## config.mk

```make
export PLATFORM = sky130hd
export DESIGN_NAME = trax_autocomplete_engine
export DESIGN_NICKNAME = d
export VERILOG_FILES = /design/src/rtl/trax_autocomplete_engine.sv
export SDC_FILE = /design/constraint.sdc
export NUM_CORES = 1
export LEC_CHECK = 0
export ABC_AREA = 1
export BUFFER_PORTS_ARGS = -buffer_cell sky130_fd_sc_hd__buf_2
export CAP_MARGIN = 20
export CORE_ASPECT_RATIO = 0.8
export CORE_MARGIN = 3
export CORE_UTILIZATION = 55
export DETAILED_ROUTE_END_ITERATION = 16
export PLACE_DENSITY = 0.89
export SETUP_SLACK_MARGIN = 0.4
export SYNTH_ARGS = -nofsm -noshare
export SYNTH_HDL_FRONTEND = slang
export SYNTH_SLANG_ARGS = --single-unit
export TNS_END_PERCENT = 20
```

## constraint.sdc

```tcl
create_clock -name clk -period 4.75 [get_ports clk]
set_clock_uncertainty 0.1 [all_clocks]
set_input_delay 0.95 -clock clk [delete_from_list [all_inputs] [get_ports clk]]
set_output_delay 0.95 -clock clk [all_outputs]
set_load 0.01 [all_outputs]
```

## src/rtl/trax_autocomplete_engine.sv

```systemverilog
// Trax forced-move engine: sweeps the active board region row-major, fills
// every empty cell whose neighbour edges force a tile, and repeats passes until
// a pass writes nothing. Flags cells with three or more same-colour edges.
module trax_autocomplete_engine #(
  parameter int ROWS       = 20,
  parameter int COLS       = 20,
  parameter int ADDR_W     = 9,
  parameter int MAX_PASSES = 16
) (
  input  logic              clk,
  input  logic              rst_n,
  input  logic              start,
  input  logic [9:0]        n,
  input  logic [9:0]        m,
  output logic [ADDR_W-1:0] mem_raddr,
  input  logic [2:0]        mem_rdata,
  output logic              mem_we,
  output logic [ADDR_W-1:0] mem_waddr,
  output logic [2:0]        mem_wdata,
  output logic              busy,
  output logic              done,
  output logic [9:0]        fill_count,
  output logic              conflict,
  output logic [9:0]        conflict_row,
  output logic [9:0]        conflict_col,
  output logic              pass_overflow
);

  localparam int PASS_W = $clog2(MAX_PASSES + 1);

  localparam logic [1:0] T_PLUS   = 2'b01;
  localparam logic [1:0] T_SLASH  = 2'b10;
  localparam logic [1:0] T_BSLASH = 2'b11;

  localparam logic [3:0] S_IDLE = 4'd0;
  localparam logic [3:0] S_RCUR = 4'd1;
  localparam logic [3:0] S_CCUR = 4'd2;
  localparam logic [3:0] S_RUP  = 4'd3;
  localparam logic [3:0] S_RDN  = 4'd4;
  localparam logic [3:0] S_RLF  = 4'd5;
  localparam logic [3:0] S_RRT  = 4'd6;
  localparam logic [3:0] S_EVAL = 4'd7;
  localparam logic [3:0] S_WR   = 4'd8;
  localparam logic [3:0] S_NEXT = 4'd9;
  localparam logic [3:0] S_PEND = 4'd10;
  localparam logic [3:0] S_DONE = 4'd11;

  logic [3:0]        state_r;
  logic [9:0]        row_r, col_r, n_r, m_r;
  logic [PASS_W-1:0] pass_r;
  logic              pass_changed_r;
  logic [2:0]        up_tile_r, dn_tile_r, lf_tile_r;

  logic [ADDR_W-1:0] cur_addr_s, up_addr_s, dn_addr_s, lf_addr_s, rt_addr_s, nxt_addr_s;
  logic              up_ok_s, dn_ok_s, lf_ok_s, rt_ok_s, last_cell_s;
  logic [9:0]        nxt_row_s, nxt_col_s;
  logic [2:0]        rt_tile_s;
  logic [1:0]        eu_s, ed_s, el_s, er_s;
  logic [2:0]        ones_s, zeros_s;
  logic              conflict_s, forced_s;
  logic [2:0]        force_tile_s;

  // Physical RAM address of a board cell (row-major, COLS wide).
  function automatic logic [ADDR_W-1:0] cell_addr(input logic [9:0] r, input logic [9:0] c);
    logic [31:0] a;
    a = {22'd0, r} * 32'(COLS) + {22'd0, c};
    return a[ADDR_W-1:0];
  endfunction

  // Edge a neighbour presents to the cell: {known, colour}. 'direct' means
  // the colour passes through unchanged for every tile type.
  function automatic logic [1:0] edge_of(input logic [2:0] tile, input logic [1:0] pass_type,
                                         input logic direct);
    logic [1:0] e;
    if (tile[2:1] == 2'b00) begin
      e = 2'b00;
    end else if (direct || (tile[2:1] == pass_type)) begin
      e = {1'b1, tile[0]};
    end else begin
      e = {1'b1, ~tile[0]};
    end
    return e;
  endfunction

  // Scan position, neighbour addresses and range checks for the current cell.
  always_comb begin
    cur_addr_s  = cell_addr(row_r, col_r);
    up_addr_s   = cell_addr(row_r - 10'd1, col_r);
    dn_addr_s   = cell_addr(row_r + 10'd1, col_r);
    lf_addr_s   = cell_addr(row_r, col_r - 10'd1);
    rt_addr_s   = cell_addr(row_r, col_r + 10'd1);
    up_ok_s     = (row_r != 10'd0);
    dn_ok_s     = ((row_r + 10'd1) < n_r);
    lf_ok_s     = (col_r != 10'd0);
    rt_ok_s     = ((col_r + 10'd1) < m_r);
    nxt_row_s   = row_r;
    nxt_col_s   = col_r + 10'd1;
    last_cell_s = 1'b0;
    if ((col_r + 10'd1) >= m_r) begin
      nxt_col_s = 10'd0;
      if ((row_r + 10'd1) >= n_r) begin
        nxt_row_s   = 10'd0;
        last_cell_s = 1'b1;
      end else begin
        nxt_row_s = row_r + 10'd1;
      end
    end else begin
      nxt_col_s = col_r + 10'd1;
    end
    nxt_addr_s = cell_addr(nxt_row_s, nxt_col_s);
  end

  // Edge colours, conflict detection and forced-tile selection (right datum arrives in EVAL).
  always_comb begin
    rt_tile_s = rt_ok_s ? mem_rdata : 3'b000;
    eu_s = edge_of(up_tile_r, T_PLUS, 1'b0);
    ed_s = edge_of(dn_tile_r, T_PLUS, 1'b1);
    el_s = edge_of(lf_tile_r, T_BSLASH, 1'b0);
    er_s = edge_of(rt_tile_s, T_SLASH, 1'b0);
    ones_s  = {2'b00, eu_s[1] & eu_s[0]} + {2'b00, ed_s[1] & ed_s[0]}
            + {2'b00, el_s[1] & el_s[0]} + {2'b00, er_s[1] & er_s[0]};
    zeros_s = {2'b00, eu_s[1] & ~eu_s[0]} + {2'b00, ed_s[1] & ~ed_s[0]}
            + {2'b00, el_s[1] & ~el_s[0]} + {2'b00, er_s[1] & ~er_s[0]};
    conflict_s   = (ones_s >= 3'd3) || (zeros_s >= 3'd3);
    forced_s     = 1'b1;
    force_tile_s = 3'b000;
    if (eu_s[1] && er_s[1] && (eu_s[0] == er_s[0])) begin
      force_tile_s = {T_BSLASH, eu_s[0]};
    end else if (eu_s[1] && ed_s[1] && (eu_s[0] == ed_s[0])) begin
      force_tile_s = {T_PLUS, eu_s[0]};
    end else if (eu_s[1] && el_s[1] && (eu_s[0] == el_s[0])) begin
      force_tile_s = {T_SLASH, eu_s[0]};
    end else if (er_s[1] && ed_s[1] && (er_s[0] == ed_s[0])) begin
      force_tile_s = {T_SLASH, ~er_s[0]};
    end else if (er_s[1] && el_s[1] && (er_s[0] == el_s[0])) begin
      force_tile_s = {T_PLUS, ~er_s[0]};
    end else if (ed_s[1] && el_s[1] && (ed_s[0] == el_s[0])) begin
      force_tile_s = {T_BSLASH, ~ed_s[0]};
    end else begin
      forced_s = 1'b0;
    end
    if (conflict_s) begin
      forced_s = 1'b0;
    end else begin
      forced_s = forced_s;
    end
  end

  // Sweep FSM: sequences reads, writes forced tiles, and keeps per-run status.
  always_ff @(posedge clk or negedge rst_n) begin
    if (!rst_n) begin
      state_r        <= S_IDLE;
      row_r          <= 10'd0;
      col_r          <= 10'd0;
      n_r            <= 10'd0;
      m_r            <= 10'd0;
      pass_r         <= '0;
      pass_changed_r <= 1'b0;
      up_tile_r      <= 3'b000;
      dn_tile_r      <= 3'b000;
      lf_tile_r      <= 3'b000;
      mem_raddr      <= '0;
      mem_we         <= 1'b0;
      mem_waddr      <= '0;
      mem_wdata      <= 3'b000;
      busy           <= 1'b0;
      done           <= 1'b0;
      fill_count     <= 10'd0;
      conflict       <= 1'b0;
      conflict_row   <= 10'd0;
      conflict_col   <= 10'd0;
      pass_overflow  <= 1'b0;
    end else begin
      case (state_r)
        S_IDLE: begin
          done <= 1'b0;
          if (start) begin
            n_r            <= (n > 10'(ROWS)) ? 10'(ROWS) : n;
            m_r            <= (m > 10'(COLS)) ? 10'(COLS) : m;
            row_r          <= 10'd0;
            col_r          <= 10'd0;
            pass_r         <= '0;
            pass_changed_r <= 1'b0;
            fill_count     <= 10'd0;
            conflict       <= 1'b0;
            conflict_row   <= 10'd0;
            conflict_col   <= 10'd0;
            pass_overflow  <= 1'b0;
            busy           <= 1'b1;
            mem_raddr      <= '0;
            state_r        <= ((n == 10'd0) || (m == 10'd0)) ? S_PEND : S_RCUR;
          end else begin
            state_r <= S_IDLE;
          end
        end
        S_RCUR: state_r <= S_CCUR;
        S_CCUR: begin
          if (mem_rdata[2:1] != 2'b00) begin
            state_r <= S_NEXT;
          end else begin
            if (up_ok_s) mem_raddr <= up_addr_s;
            state_r <= S_RUP;
          end
        end
        S_RUP: begin
          if (dn_ok_s) mem_raddr <= dn_addr_s;
          state_r <= S_RDN;
        end
        S_RDN: begin
          up_tile_r <= up_ok_s ? mem_rdata : 3'b000;
          if (lf_ok_s) mem_raddr <= lf_addr_s;
          state_r <= S_RLF;
        end
        S_RLF: begin
          dn_tile_r <= dn_ok_s ? mem_rdata : 3'b000;
          if (rt_ok_s) mem_raddr <= rt_addr_s;
          state_r <= S_RRT;
        end
        S_RRT: begin
          lf_tile_r <= lf_ok_s ? mem_rdata : 3'b000;
          state_r   <= S_EVAL;
        end
        S_EVAL: begin
          if (forced_s) begin
            mem_we    <= 1'b1;
            mem_waddr <= cur_addr_s;
            mem_wdata <= force_tile_s;
            state_r   <= S_WR;
          end else begin
            if (conflict_s && !conflict) begin
              conflict     <= 1'b1;
              conflict_row <= row_r;
              conflict_col <= col_r;
            end
            state_r <= S_NEXT;
          end
        end
        S_WR: begin
          mem_we         <= 1'b0;
          pass_changed_r <= 1'b1;
          if (fill_count != 10'h3FF) fill_count <= fill_count + 10'd1;
          state_r <= S_NEXT;
        end
        S_NEXT: begin
          row_r <= nxt_row_s;
          col_r <= nxt_col_s;
          if (last_cell_s) begin
            state_r <= S_PEND;
          end else begin
            mem_raddr <= nxt_addr_s;
            state_r   <= S_RCUR;
          end
        end
        S_PEND: begin
          if (pass_changed_r) begin
            pass_changed_r <= 1'b0;
            if (pass_r == PASS_W'(MAX_PASSES - 1)) begin
              pass_overflow <= 1'b1;
              busy          <= 1'b0;
              done          <= 1'b1;
              state_r       <= S_DONE;
            end else begin
              pass_r    <= pass_r + 1'b1;
              row_r     <= 10'd0;
              col_r     <= 10'd0;
              mem_raddr <= '0;
              state_r   <= S_RCUR;
            end
          end else begin
            busy    <= 1'b0;
            done    <= 1'b1;
            state_r <= S_DONE;
          end
        end
        S_DONE: begin
          done    <= 1'b0;
          state_r <= S_IDLE;
        end
        default: begin
          mem_we  <= 1'b0;
          busy    <= 1'b0;
          done    <= 1'b0;
          state_r <= S_IDLE;
        end
      endcase
    end
  end

endmodule

```

# After elaboration in Yosys (flattened, before gate mapping)
# Cells that the tools add are included.
dict set report word_totals {
  regBits 115
  latchBits 0
  ramBits 0
  mem_bits_ro 0
  in_bits 26
  out_inout_bits 56
  wordCells 235
  n_memories 0
}
dict set report op_classes {
  add_sub_neg 18
  n_mul 4
  n_div 0
  n_lt_le_gt_ge 8
  eq_ne 37
  shift 0
  mux 82
  bitwise 18
  n_reduce_logical 47
}
# operator count
set op_table {}
lappend op_table {{two-way mux 10 bit} 13}
lappend op_table {{two-way mux 9 bit} 9}
lappend op_table {{case mux 9 bit (7 select lines)} 1}
lappend op_table {{case mux 10 bit (2 select lines)} 3}
lappend op_table {{case mux 10 bit (3 select lines)} 2}
lappend op_table {{adder 9 bit} 6}
lappend op_table {{case mux 4 bit (11 select lines)} 1}
lappend op_table {{multiplier 10 x 3 -> 7 bit, second input constant} 4}
lappend op_table {{adder 10 x 1 -> 10 bit, second input constant} 3}
lappend op_table {{two-way mux 3 bit} 10}
lappend op_table {{inequality test 2 bit, second input constant} 14}
lappend op_table {{two-way mux 4 bit} 6}
lappend op_table {{two-way mux 1 bit} 23}
lappend op_table {{greater-or-equal comparator 10 bit} 2}
lappend op_table {{> comparator 10 x 5 -> 1 bit, second input constant} 2}
lappend op_table {{logical NOT 10 bit} 2}
lappend op_table {{less-than comparator 10 bit} 2}
lappend op_table {{nonzero test 10 bit} 2}
lappend op_table {{OR reduction 10 bit} 2}
lappend op_table {{== test 4 x 3 -> 1 bit, second input constant} 4}
lappend op_table {{== test 4 bit, second input constant} 4}
lappend op_table {{AND reduction 4 bit} 4}
lappend op_table {{two-way mux 5 bit} 3}
lappend op_table {{logical AND 1 bit} 13}
lappend op_table {{32 further kinds} 79}

# Depth between registers and ports, before layout
# Gate-level depths: netlist of run 1.
dict set report logic_depth {
  ltp_word 16
  depth_mapped 35
  depth_no_buf 35
}

# Worst setup path before layout of run 1
# Ideal clock, no wire load.
dict set report synth_path {
  path_kind {reg-to-reg}
  startpoint {reg row_r[1]}
  endpoint {reg mem_raddr[8]}
  setup_ns 0.117
  t_arrival_ns 4.666
  t_required_ns 4.533
  slack_ns -0.133
  path_stages_with_launch 31
  n_path_buf 0
  period_less_slack_ns 4.883
  path_cell_list {dfrtp_1 -> inv_1 -> nor3_1 -> inv_1 -> nor2_1 -> inv_1 -> nor3_1 -> nand2_1 -> xor2_1 -> ha_1 -> nand2_1 -> nor2_1 -> nand3_1 -> nand3_1 -> nor2_2 -> nand2_2 -> inv_1 -> nand2_1 -> o21ai_0 -> ha_1 -> fa_1 -> xor2_1 -> ha_1 -> a21oi_1 -> o21ai_0 -> a31oi_1 -> nand3_1 -> nand3_1 -> nand2_1 -> nand2_1 -> nand2_1}
}
dict set report synth_between {
  elab_chain_len 8
  word_cells_on_any_way 29
  classes_between {add/sub (7); mul (4); order compare (2); eq/ne (3); mux (11); reduce/logical (2)}
}
# item line
set synth_lines {}
lappend synth_lines {{start, declared} 49} ;# logic [9:0] row_r, col_r, n_r, m_r;
lappend synth_lines {{start signal, assigned} 245} ;# row_r <= nxt_row_s;
lappend synth_lines {{adder 10 x 1 -> 10 bit} --}
lappend synth_lines {{greater-or-equal comparator 10 bit} 101} ;# if ((row_r + 10'd1) >= n_r) begin
lappend synth_lines {{two-way mux 10 bit} 101}
lappend synth_lines {{two-way mux 10 bit} 99} ;# if ((col_r + 10'd1) >= m_r) begin
lappend synth_lines {{multiplier 10 x 3 -> 7 bit} 66} ;# a = {22'd0, r} * 32'(COLS) + {22'd0, c};
lappend synth_lines {{adder 9 bit} 66}
lappend synth_lines {{two-way mux 9 bit} 247} ;# if (last_cell_s) begin
lappend synth_lines {{case mux 9 bit (7 select lines)} 174} ;# case (state_r)
lappend synth_lines {{end signal, assigned} 201} ;# if (up_ok_s) mem_raddr <= up_addr_s;
lappend synth_lines {{end signal, assigned} 206} ;# if (dn_ok_s) mem_raddr <= dn_addr_s;
lappend synth_lines {{end signal, assigned} 250} ;# mem_raddr <= nxt_addr_s;
lappend synth_lines {{end, declared} 15} ;# output logic [ADDR_W-1:0] mem_raddr,
# Parallel ways exist; a longest one is shown, timed or not. The select of a mux whose other input is x is not followed.
# A chain may end at the register's enable or synchronous reset.

# Final worst setup path of run 1
dict set report layout_path {
  startpoint {reg col_r[1]}
  endpoint {reg mem_raddr[8]}
}
dict set report layout_between {
  elab_chain_len 7
  word_cells_on_any_way 25
  classes_between {add/sub (7); mul (1); order compare (2); eq/ne (3); mux (10); reduce/logical (2)}
}
# item line
set layout_lines {}
lappend layout_lines {{start, declared} 49}
lappend layout_lines {{start signal, assigned} 246} ;# col_r <= nxt_col_s;
lappend layout_lines {{adder 10 x 1 -> 10 bit} {95, 99, 108}}
lappend layout_lines {{greater-or-equal comparator 10 bit} 99}
lappend layout_lines {{two-way mux 10 bit} 99}
lappend layout_lines {{multiplier 10 x 3 -> 7 bit} 66}
lappend layout_lines {{adder 9 bit} 66}
lappend layout_lines {{two-way mux 9 bit} 247}
lappend layout_lines {{case mux 9 bit (7 select lines)} 174}
# Parallel ways exist; a longest one is shown, timed or not. The select of a mux whose other input is x is not followed.

==> results by group, run 1 <==
Floorplanning
  • Die W: 150 um
  • Io pins: 82
  • Initial Util: 56.8%
  • FP Rows: 41
  • Core area: 0.0160 mm2
  • Die Height: 121 um
  • Die ar.: 0.0181 mm2

Clocking
  • Clk slew on worst S/H paths: 0.06 ns
  • CTS root buf: clkbuf_16
  • Clock latency on the worst-skew pair: 0.44 ns
  • CTS max path bufs: 2
  • TritonCTS Buffers: 17
  • CTS H-Tree Depth: 4
  • Clk sinks: 115
  • CTS tree: done

Power and ir drop
  • PwrDens: 558 mW/mm2
  • Internal power: 3.30 mW
  • Sw Share: 48.1%
  • Flop pwr share: 20.1%
  • Total net switching power: 3.06 mW
  • Logic gate share of total power: 59.3%
  • VDD IR max: 0.347 mV
  • Leak: 6.03 nW
  • Clk pwr share: 20.6%

STA
  • Tcrit/Tclk final: 105%
  • Minimum clock period: 5.00 ns
  • Final hold violations: 0
  • Slew @ Worst Pin: 0.926 ns
  • RSZ-0062 raised after global routing: true
  • Max Slew Vio Count: 0
  • Final WS setup: -0.253 ns
  • Total negative slack: -4.66 ns
  • Max_slew headroom: 38.2%
  • Setup-failing EPs final: 36
  • Achievable Freq: 200 MHz

Routing
  • Routed len/inst: 18.8 um
  • Initial drt markers: 1,250
  • Via count: 9,193
  • Remaining antenna violation count after routing: 0
  • Overall routed net length: 29,400 um
  • DR vias/cell: 5.86
  • Remaining routing DRC violations: 0
  • Pre-antenna DRT Iters: 5

Synthesis
  • Post-synth ARST share: 100%
  • Post-synthesis simple-gate area fraction: 24.4%
  • Post-synthesis cell type count: 60
  • Post-Synthesis Cells: 1,172
  • Xor and xnor area share after synthesis: 3.55%
  • Compound-gate portion of the synthesized area: 14.5%
  • Multiplexer share of the synthesized area: 0%
  • Post-synth EDFFs: 0
  • Post-synth top area share: 31.8%
  • Netlist Area Pre-Place: 0.00906 mm2
  • Synth Register Bits: 115
  • Post-synthesis sequential area ratio: 31.8%
  • Top cells by area, synth: dfrtp_1 (32%), ha_1 (13%), nand2_1 (9.5%)
  • Syn_nets: 1,305
  • Ys Warns: 0
  • Largest family of logic cells by synthesized area: simple AND/OR/NAND/NOR gates
  • Post-Syn Area per Cell: 7.73 um2
  • Biggest area consumer among synthesized cells: dfrtp_1
  • Synth Area in Adders: 15.6%
  • Ys flop type: dfrtp_1

Critical path
  • Crit path capture type: register
  • CP peak stage delay: 0.41 ns
  • Crit Path Max Fanout: 5
  • Setup CP Type: register to register
  • WP buf/inv: 7
  • Critical Path Slowest Stage Cell: dfrtp_1
  • Crit start category: register
  • Worst path top cell family by delay: adder cells
  • CP arrival: 5.23 ns
  • Worst Path Required: 4.97 ns

GRT
  • Vias in the first global route: 8,872
  • Initial antenna violation count: 1
  • Met1 Use GR: 41.1%
  • First-pass GRT wire length: 45,000 um
  • Busiest grt layer: met2
  • Total gr overflow: 0
  • Largest net degree at the start of global routing: 69
  • Grt met2 use: 49.9%
  • Overall Global Routing Usage: 31.9%
  • Global-route track usage on met3: 8.95%

Placed design
  • GP Congestion: 1.00
  • Area post-placement: 0.0100 mm2
  • Dpl hpwl: 20,200 um
  • I/O Buffers: 81
  • Placed Cells incl. Taps: 1,488
  • Pre-CTS setup slack: -0.0676 ns

Min path
  • Worst hold path class: register to register

Cells and area
  • Post-route cell area: 0.0114 mm2
  • Util after Layout: 71.4%
  • Most frequent cells in the layout: nand2_1 (215), inv_1 (178), dfrtp_1 (112), ha_1 (84), buf_2 (81)
  • Final nets: 1,474
  • # fillers: 1,123
  • Most common cell after layout, fill and taps aside: nand2_1
  • # diodes: 0
  • Share of layout cells above drive strength 1: 28.5%
  • Area Growth Syn to Fin: 25.7%
  • Final cell count without fillers: 1,569

Status
  • Outcome: finished with violations
  • Failing checks: negative setup slack

Job
  • Max-Cap Viols: 0
cell type report:
type / count / area (um2) / area share, %
Sequential cell: 115 / 2880 / 25.3
Clock inverter: 10 / 124 / 1.09
Multi-Input combinational cell: 829 / 5670 / 49.7
Tap cell: 215 / 269 / 2.36
Clock buffer: 22 / 464 / 4.08
Timing Repair Buffer: 168 / 1180 / 10.4
Inverter: 210 / 801 / 7.03
flip-flops by register name (all words and copies together) (netlist names), 3 cells and up:
| name | flops |
|---|---|
| col_r | 10 |
| conflict_col | 10 |
| conflict_row | 10 |
| dn_tile_r | 3 |
| fill_count | 10 |
| lf_tile_r | 3 |
| m_r | 10 |
| mem_raddr | 9 |
| mem_waddr | 9 |
| mem_wdata | 3 |
| n_r | 10 |
| pass_r | 5 |
| row_r | 10 |
| state_r | 4 |
| up_tile_r | 3 |
synthesized netlist by cell type (2+ instances only):
master / instances
a21oi_1: 53
xnor2_2: 2
fa_1: 10
o21ai_1: 13
buf_6: 5
ha_1: 97
o31ai_1: 5
buf_8: 2
nand2_2: 24
dfrtp_1: 115
nor2_2: 14
nand3_2: 2
nand4_1: 7
a221oi_1: 3
nor2_4: 9
o22ai_1: 21
nand2_1: 229
o32ai_1: 3
nor3_1: 12
nand3_4: 3
nor3b_1: 2
nor2_1: 86
clkinv_1: 2
nor2_8: 2
buf_2: 3
a21boi_0: 3
a31oi_1: 4
nor4_1: 5
o21ai_2: 17
inv_1: 188
o21bai_1: 3
nand3_1: 63
o21ai_0: 74
nand3b_1: 7
xnor2_1: 7
inv_2: 19
a21oi_2: 2
o211ai_1: 4
clkbuf_1: 6
xor2_1: 26
per-layer routing:
metal / wire length [um] / up-vias / part of all wire (%)
li1: - / 4170 / -
met1: 11500 / 4325 / 39
met2: 13300 / 563 / 45
met3: 3310 / 133 / 11
met4: 1260 / 2 / 4.3
met5: 23 / - / 0.078
logic make-up after synthesis:
group,after synthesis
buffers and inverters,228
XOR/XNOR,35
adder cells (fa/ha/maj),107
AND/OR/NAND/NOR,471
flip-flops,115
AO/OA/AOI/OAI,216
stage by stage:
step | hold WS (ns) | power, mW
4_1_cts | 0.371 | 6.09
3_5_place_dp | 0.356 | 4.55
5_1_grt | 0.382 | 6.74
2_1_floorplan | 0.336 | 3.67
6_report | 0.366 | 6.36
3_3_place_gp | 0.349 | 4.46
repair_timing:
item,4_1_cts,5_1_grt
setup endpoints to repair,39,41
hold buffers,0,0
endpoints found under the hold margin,0,0
pin swaps,31,18
resized for setup,45,60
gates cloned,2,1
setup buffers,36,10
power by group through the flow:
stage,Sequential (mW),Combinational [mW],Clock (mW)
after floorplan,1.32,2.35,0
after global placement,1.28,3.18,0
after detailed placement,1.29,3.27,0
after CTS,1.27,3.51,1.31
after global routing,1.29,4.10,1.34
final,1.28,3.77,1.31
worst paths after layout:
path | startpoint | end | slack (ns) | cells after the start
max | col_r[1] | mem_raddr[8] | -0.25 | 29
max in group asynchronous | rst_n | row_r[9] | 3.01 | 2
min reg2reg | n_r[9] | n_r[9] | 0.37 | 2
min | n_r[9] | n_r[9] | 0.37 | 2
min in group asynchronous | rst_n | fill_count[5] | 0.55 | 1
max reg2reg | col_r[1] | mem_raddr[8] | -0.25 | 29
tightest hold or removal path, delay by kind of cell (launching register included):
kind	cells	cell delay, ns
AND/OR/NAND/NOR	1	0.05
flip-flops	1	0.34
buffers and inverters	1	0.05
Power figures use the tool's default switching activity.
==> run 2: changes to the inputs <==
Settings changed: CORE_ASPECT_RATIO 0.8 to 1.25.
==> run 2 against run 1 <==
Effect of this change:
- the run still ends with negative setup slack left
- combinational power grew 6.6%
- cell area grew 3.3%
- fmax grew 1.6%
- sequential power is essentially flat
- flip-flop and latch count is the same
- sequential share of layout area shrank 0.80 points
- register-to-register slack gained 0.08 ns
- total power grew 4.1%
- cell count grew 0.64%
- worst hold slack gained 0.0040 ns
- critical path type unchanged
- critical endpoint unchanged
==> results by group, run 2 (same netlist as run 1, synthesis figures left out) <==
Status
  • Outcome: finished with violations
  • Failing checks: negative setup slack

Critical path
  • R2R cell count: 29
  • R2R Path Start: row_r[1]
  • R2R Path End: mem_raddr[8]
  • Critical Path Slowest Stage Cell: dfrtp_2
  • Crit start category: register
  • Crit path capture type: register
  • Cell depth of the worst setup path: 29
  • CP arrival: 5.16 ns
  • Setup CP Type: register to register
  • Register-to-register setup slack: -0.17 ns
  • WP buf/inv: 4
  • CP Capture Point: mem_raddr[8]
  • Worst path top cell family by delay: simple AND/OR/NAND/NOR gates
  • Worst Path Required: 4.99 ns
  • Crit path from: row_r[1]
  • Crit Path Max Fanout: 5
  • CP peak stage delay: 0.40 ns

STA
  • Hold_ws: 0.370 ns
  • Minimum clock period: 4.92 ns
  • Final hold violations: 0
  • Max Slew Vio Count: 0
  • Max_slew headroom: 43.0%
  • Achievable Freq: 203 MHz
  • Slew @ Worst Pin: 0.846 ns
  • Final WS setup: -0.172 ns
  • RSZ-0062 raised after global routing: true
  • Setup-failing EPs final: 3
  • Tcrit/Tclk final: 104%

Placed design
  • GP Congestion: 1.04
  • I/O Buffers: 81
  • Pre-CTS setup slack: -0.0310 ns
  • Dpl hpwl: 19,300 um

Routing
  • Via count: 9,832
  • Initial drt markers: 1,392
  • DR vias/cell: 6.23
  • Pre-antenna DRT Iters: 11
  • Routed len/inst: 21.0 um
  • Overall routed net length: 33,200 um
  • Remaining antenna violation count after routing: 0
  • Remaining routing DRC violations: 0

Floorplanning
  • Die Height: 150 um
  • Die ar.: 0.0181 mm2
  • Core area: 0.0159 mm2
  • Die W: 121 um
  • Io pins: 82
  • Initial Util: 57.0%
  • FP Rows: 51

Clocking
  • Clk slew on worst S/H paths: 0.06 ns
  • Clock latency on the worst-skew pair: 0.45 ns
  • Clk sinks: 115
  • TritonCTS Buffers: 17
  • CTS H-Tree Depth: 4
  • CTS max path bufs: 2
  • CTS root buf: clkbuf_16
  • CTS tree: done

Cells and area
  • Final nets: 1,487
  • Most common cell after layout, fill and taps aside: nand2_1
  • Area Growth Syn to Fin: 29.8%
  • Share of layout cells above drive strength 1: 30.4%
  • # diodes: 0
  • Most frequent cells in the layout: nand2_1 (208), inv_1 (177), dfrtp_1 (111), ha_1 (82), buf_2 (80)

Power and ir drop
  • VDD IR max: 0.357 mV
  • Overall Power: 6.62 mW
  • Leak: 6.18 nW
  • PwrDens: 563 mW/mm2

GRT
  • Largest net degree at the start of global routing: 63
  • Vias in the first global route: 9,324
  • Overall Global Routing Usage: 33.8%
  • Initial antenna violation count: 0
  • Total gr overflow: 0
  • First-pass GRT wire length: 47,300 um

Min path
  • Worst hold path class: register to register

Job
  • Max-Cap Viols: 0
==> run 2: cell count changes in the layout (fill, tap and decap cells not counted), sizes merged <==
cell      change
clkbuf        -4
clkinv        -1
clkinvlp      +4
inv           +1
buf          +13
==> run 2: worst min-delay path, stage by stage, from the launching register on <==
cell and delay (ns):
dfrtp_1 0.34, nand2_1 0.06, inv_1 0.04
==> run 2: worst min-delay path by stage <==
stage | from | endpoint | slack, ns | cells after the start
floorplan | m_r[5] | m_r[5] | 0.34 | 2
finish | n_r[5] | n_r[5] | 0.37 | 2
global placement | n_r[5] | n_r[5] | 0.35 | 2
detailed placement | n_r[5] | n_r[5] | 0.35 | 2
global route | n_r[5] | n_r[5] | 0.39 | 2
CTS | n_r[5] | n_r[5] | 0.37 | 2
==> run 2: timing repair <==
action	in CTS	in global routing
hold buffers	0	0
resized for setup	51	88
endpoints found under the setup margin	38	41
pin swaps	43	43
cloned	5	1
buffers inserted	44	17
==> run 2: cell type report <==
cell class,instances,area (um2)
inverters,210,796
multi-input cells,829,5830
clock buffers,18,439
flip-flops and latches,115,2880
repair buffers,181,1400
clock inverters,14,154
well taps,212,265
fillers,975,4130
==> run 2: power breakdown <==
part	total, mW	switching (mW)	leakage [nW]	internal [mW]
logic	4.02	2.61	4.34	1.41
registers	1.28	0.119	1.56	1.16
clock network	1.32	0.532	0.272	0.788
total	6.62	3.26	6.18	3.36
==> run 2: stage by stage <==
| stage | TNS, ns | cells | utilization [%] | area [um2] |
|---|---|---|---|---|
| after CTS | 0 | 1561 | 71.0 | 11300 |
| after detailed placement | -0.0310 | 1480 | 63.0 | 10000 |
| after global routing | -3.26 | 1579 | 74.0 | 11800 |
| after floorplan | 0 | 1172 | - | 9210 |
| after global placement | 0 | 1480 | 63.0 | 10000 |
| final | -0.335 | 1579 | 74.0 | 11800 |
==> run 2: layer usage <==
metal	vias to the layer above	GRT usage, %	share of wire (%)
met5	-	0	0
met4	0	20.4	8.3
met3	310	9.68	11
met2	795	56.5	47
met1	4530	38.1	34
li1	4197	-	-
==> run 3: changes to the inputs <==
Settings changed: CAP_MARGIN 20 to not set, CORE_UTILIZATION 55 to 61, PLACE_DENSITY 0.89 to 0.92.
Clock period 4.75 ns to 4.8 ns, I/O delays scaled along.
==> run 3 against run 2 <==
Effect of this change:
- the run still ends with negative setup slack left
- combinational power down 3%
- fmax down 0.84%
- global-route usage up 2.9 points
- setup slack better by 0.0083 ns
- wire length down 6.5%
- non-clock buffer count down 17
- cell count down 3.2%
- die area down 9.4%
==> results by group, run 3 (same netlist as run 1, synthesis figures left out) <==
Cells and area
  • Post-route cell area: 0.0115 mm2
  • Area Growth Syn to Fin: 26.8%
  • Final nets: 1,470
  • Most common cell after layout, fill and taps aside: nand2_1
  • Util after Layout: 79.4%
  • Most frequent cells in the layout: nand2_1 (211), inv_1 (177), dfrtp_1 (110), buf_2 (80), ha_1 (79)
  • Share of layout cells above drive strength 1: 29.3%
  • Final cell count without fillers: 1,528
  • # diodes: 0

Min path
  • Hold Path Origin: n_r[9]
  • Hold Path Sink: n_r[9]
  • Worst hold path class: register to register
  • Hold depth: 2

Clocking
  • CTS max path bufs: 2
  • CTS root buf: clkbuf_16
  • Clock latency on the worst-skew pair: 0.44 ns
  • CTS H-Tree Depth: 4
  • TritonCTS Buffers: 17
  • Clk slew on worst S/H paths: 0.06 ns
  • Clk sinks: 115
  • CTS tree: done

Power and ir drop
  • Flop pwr share: 19.9%
  • VDD IR max: 0.414 mV
  • Sw Share: 49.1%
  • Overall Power: 6.47 mW
  • Internal power: 3.29 mW
  • Total net switching power: 3.18 mW
  • Clk pwr share: 20.0%
  • PwrDens: 563 mW/mm2
  • Leak: 6.01 nW
  • Logic gate share of total power: 60.1%

STA
  • Final WS setup: -0.164 ns
  • Final hold violations: 0
  • Max_slew headroom: 38.9%
  • Max Slew Vio Count: 0
  • Slew @ Worst Pin: 0.906 ns
  • RSZ-0062 raised after global routing: true
  • Total negative slack: -0.183 ns
  • Achievable Freq: 201 MHz
  • Tcrit/Tclk final: 103%
  • Minimum clock period: 4.96 ns
  • Setup-failing EPs final: 2
  • Hold_ws: 0.367 ns

Critical path
  • R2R cell count: 22
  • Crit Path Max Fanout: 3
  • Crit start category: register
  • R2R Path End: mem_raddr[8]
  • CP arrival: 5.19 ns
  • Register-to-register setup slack: -0.16 ns
  • Crit path capture type: register
  • R2R Path Start: row_r[1]
  • Setup CP Type: register to register
  • Worst Path Required: 5.02 ns

Placed design
  • GP Congestion: 0.992
  • I/O Buffers: 81
  • Dpl hpwl: 19,800 um
  • Placed Cells incl. Taps: 1,446
  • Area post-placement: 0.00995 mm2
  • Pre-CTS setup slack: -0.00189 ns

Floorplanning
  • Die ar.: 0.0164 mm2
  • Initial Util: 62.6%
  • Io pins: 82
  • Core area: 0.0145 mm2
  • Die W: 115 um
  • FP Rows: 49
  • Die Height: 142 um

Routing
  • Remaining routing DRC violations: 0
  • DR vias/cell: 6.18
  • Remaining antenna violation count after routing: 0
  • Overall routed net length: 31,100 um
  • Via count: 9,436
  • Initial drt markers: 1,062
  • Routed len/inst: 20.3 um
  • Pre-antenna DRT Iters: 5

GRT
  • Vias in the first global route: 9,316
  • Overall Global Routing Usage: 36.7%
  • Initial antenna violation count: 0
  • Total gr overflow: 0
  • Largest net degree at the start of global routing: 41
  • First-pass GRT wire length: 46,500 um

Job
  • Max-Cap Viols: 0

Status
  • Failing checks: negative setup slack
  • Outcome: finished with violations
## run 3: critical path, cell delays in order, from the launching register on
cell     delay, ns
dfrtp_2       0.40
inv_4         0.04
nor3_2        0.17
inv_1         0.09
nor2_2        0.14
inv_2         0.07
nand2_1       0.14
inv_1         0.14
ha_1          0.34
ha_1          0.26
fa_1          0.40
xnor2_1       0.13
o21ai_0       0.72
ha_1          0.40
a21oi_1       0.31
xor2_1        0.26
nand3_1       0.12
nand3_1       0.18
nand2_1       0.07
nor2_1        0.17
nand2_1       0.08
nand2_1       0.06
nand2_1       0.05
## run 3: cell type report
type | count | area [um2]
Inverter | 210 | 808
Clock buffer | 18 | 439
Tap cell | 178 | 223
Fill cell | 866 | 2980
Sequential cell | 115 | 2880
Clock inverter | 14 | 154
Multi-Input combinational cell | 829 | 5850
Timing Repair Buffer | 164 | 1130
## run 3: routing by layer
metal	wire [um]	share of wire [%]	GRT usage, %
met5	0	0	0
met3	2870	9.2	10.4
met1	10700	34	40.4
met2	15000	48	60.6
met4	2480	8.0	25.5
## run 3: worst max-delay path by stage
stage                     startpoint            to  slack, ns  cells past startpoint
after global routing        row_r[1]  mem_raddr[8]      -0.40                     31
after CTS                   row_r[0]  mem_raddr[8]       0.16                     30
after floorplan             row_r[1]  mem_raddr[8]       0.33                     30
after detailed placement    row_r[1]  mem_raddr[8]     -0.002                     30
final                       row_r[1]  mem_raddr[8]      -0.16                     22
after global placement      col_r[0]  mem_raddr[8]       0.15                     27
## run 3: power by group through the flow
stage / registers (mW) / clock network (mW) / logic (mW)
2_1_floorplan: 1.30 / 0 / 2.33
3_3_place_gp: 1.27 / 0 / 3.09
3_5_place_dp: 1.28 / 0 / 3.19
4_1_cts: 1.26 / 1.28 / 3.47
5_1_grt: 1.30 / 1.33 / 4.22
6_report: 1.29 / 1.29 / 3.89
## run 3: repair_timing
| item | in CTS | in global routing |
|---|---|---|
| pin swaps | 48 | 30 |
| gates resized for setup | 55 | 82 |
| setup buffers | 34 | 12 |
| setup endpoints to repair | 38 | 40 |
| hold buffers | 0 | 0 |
| cloned | 2 | 2 |
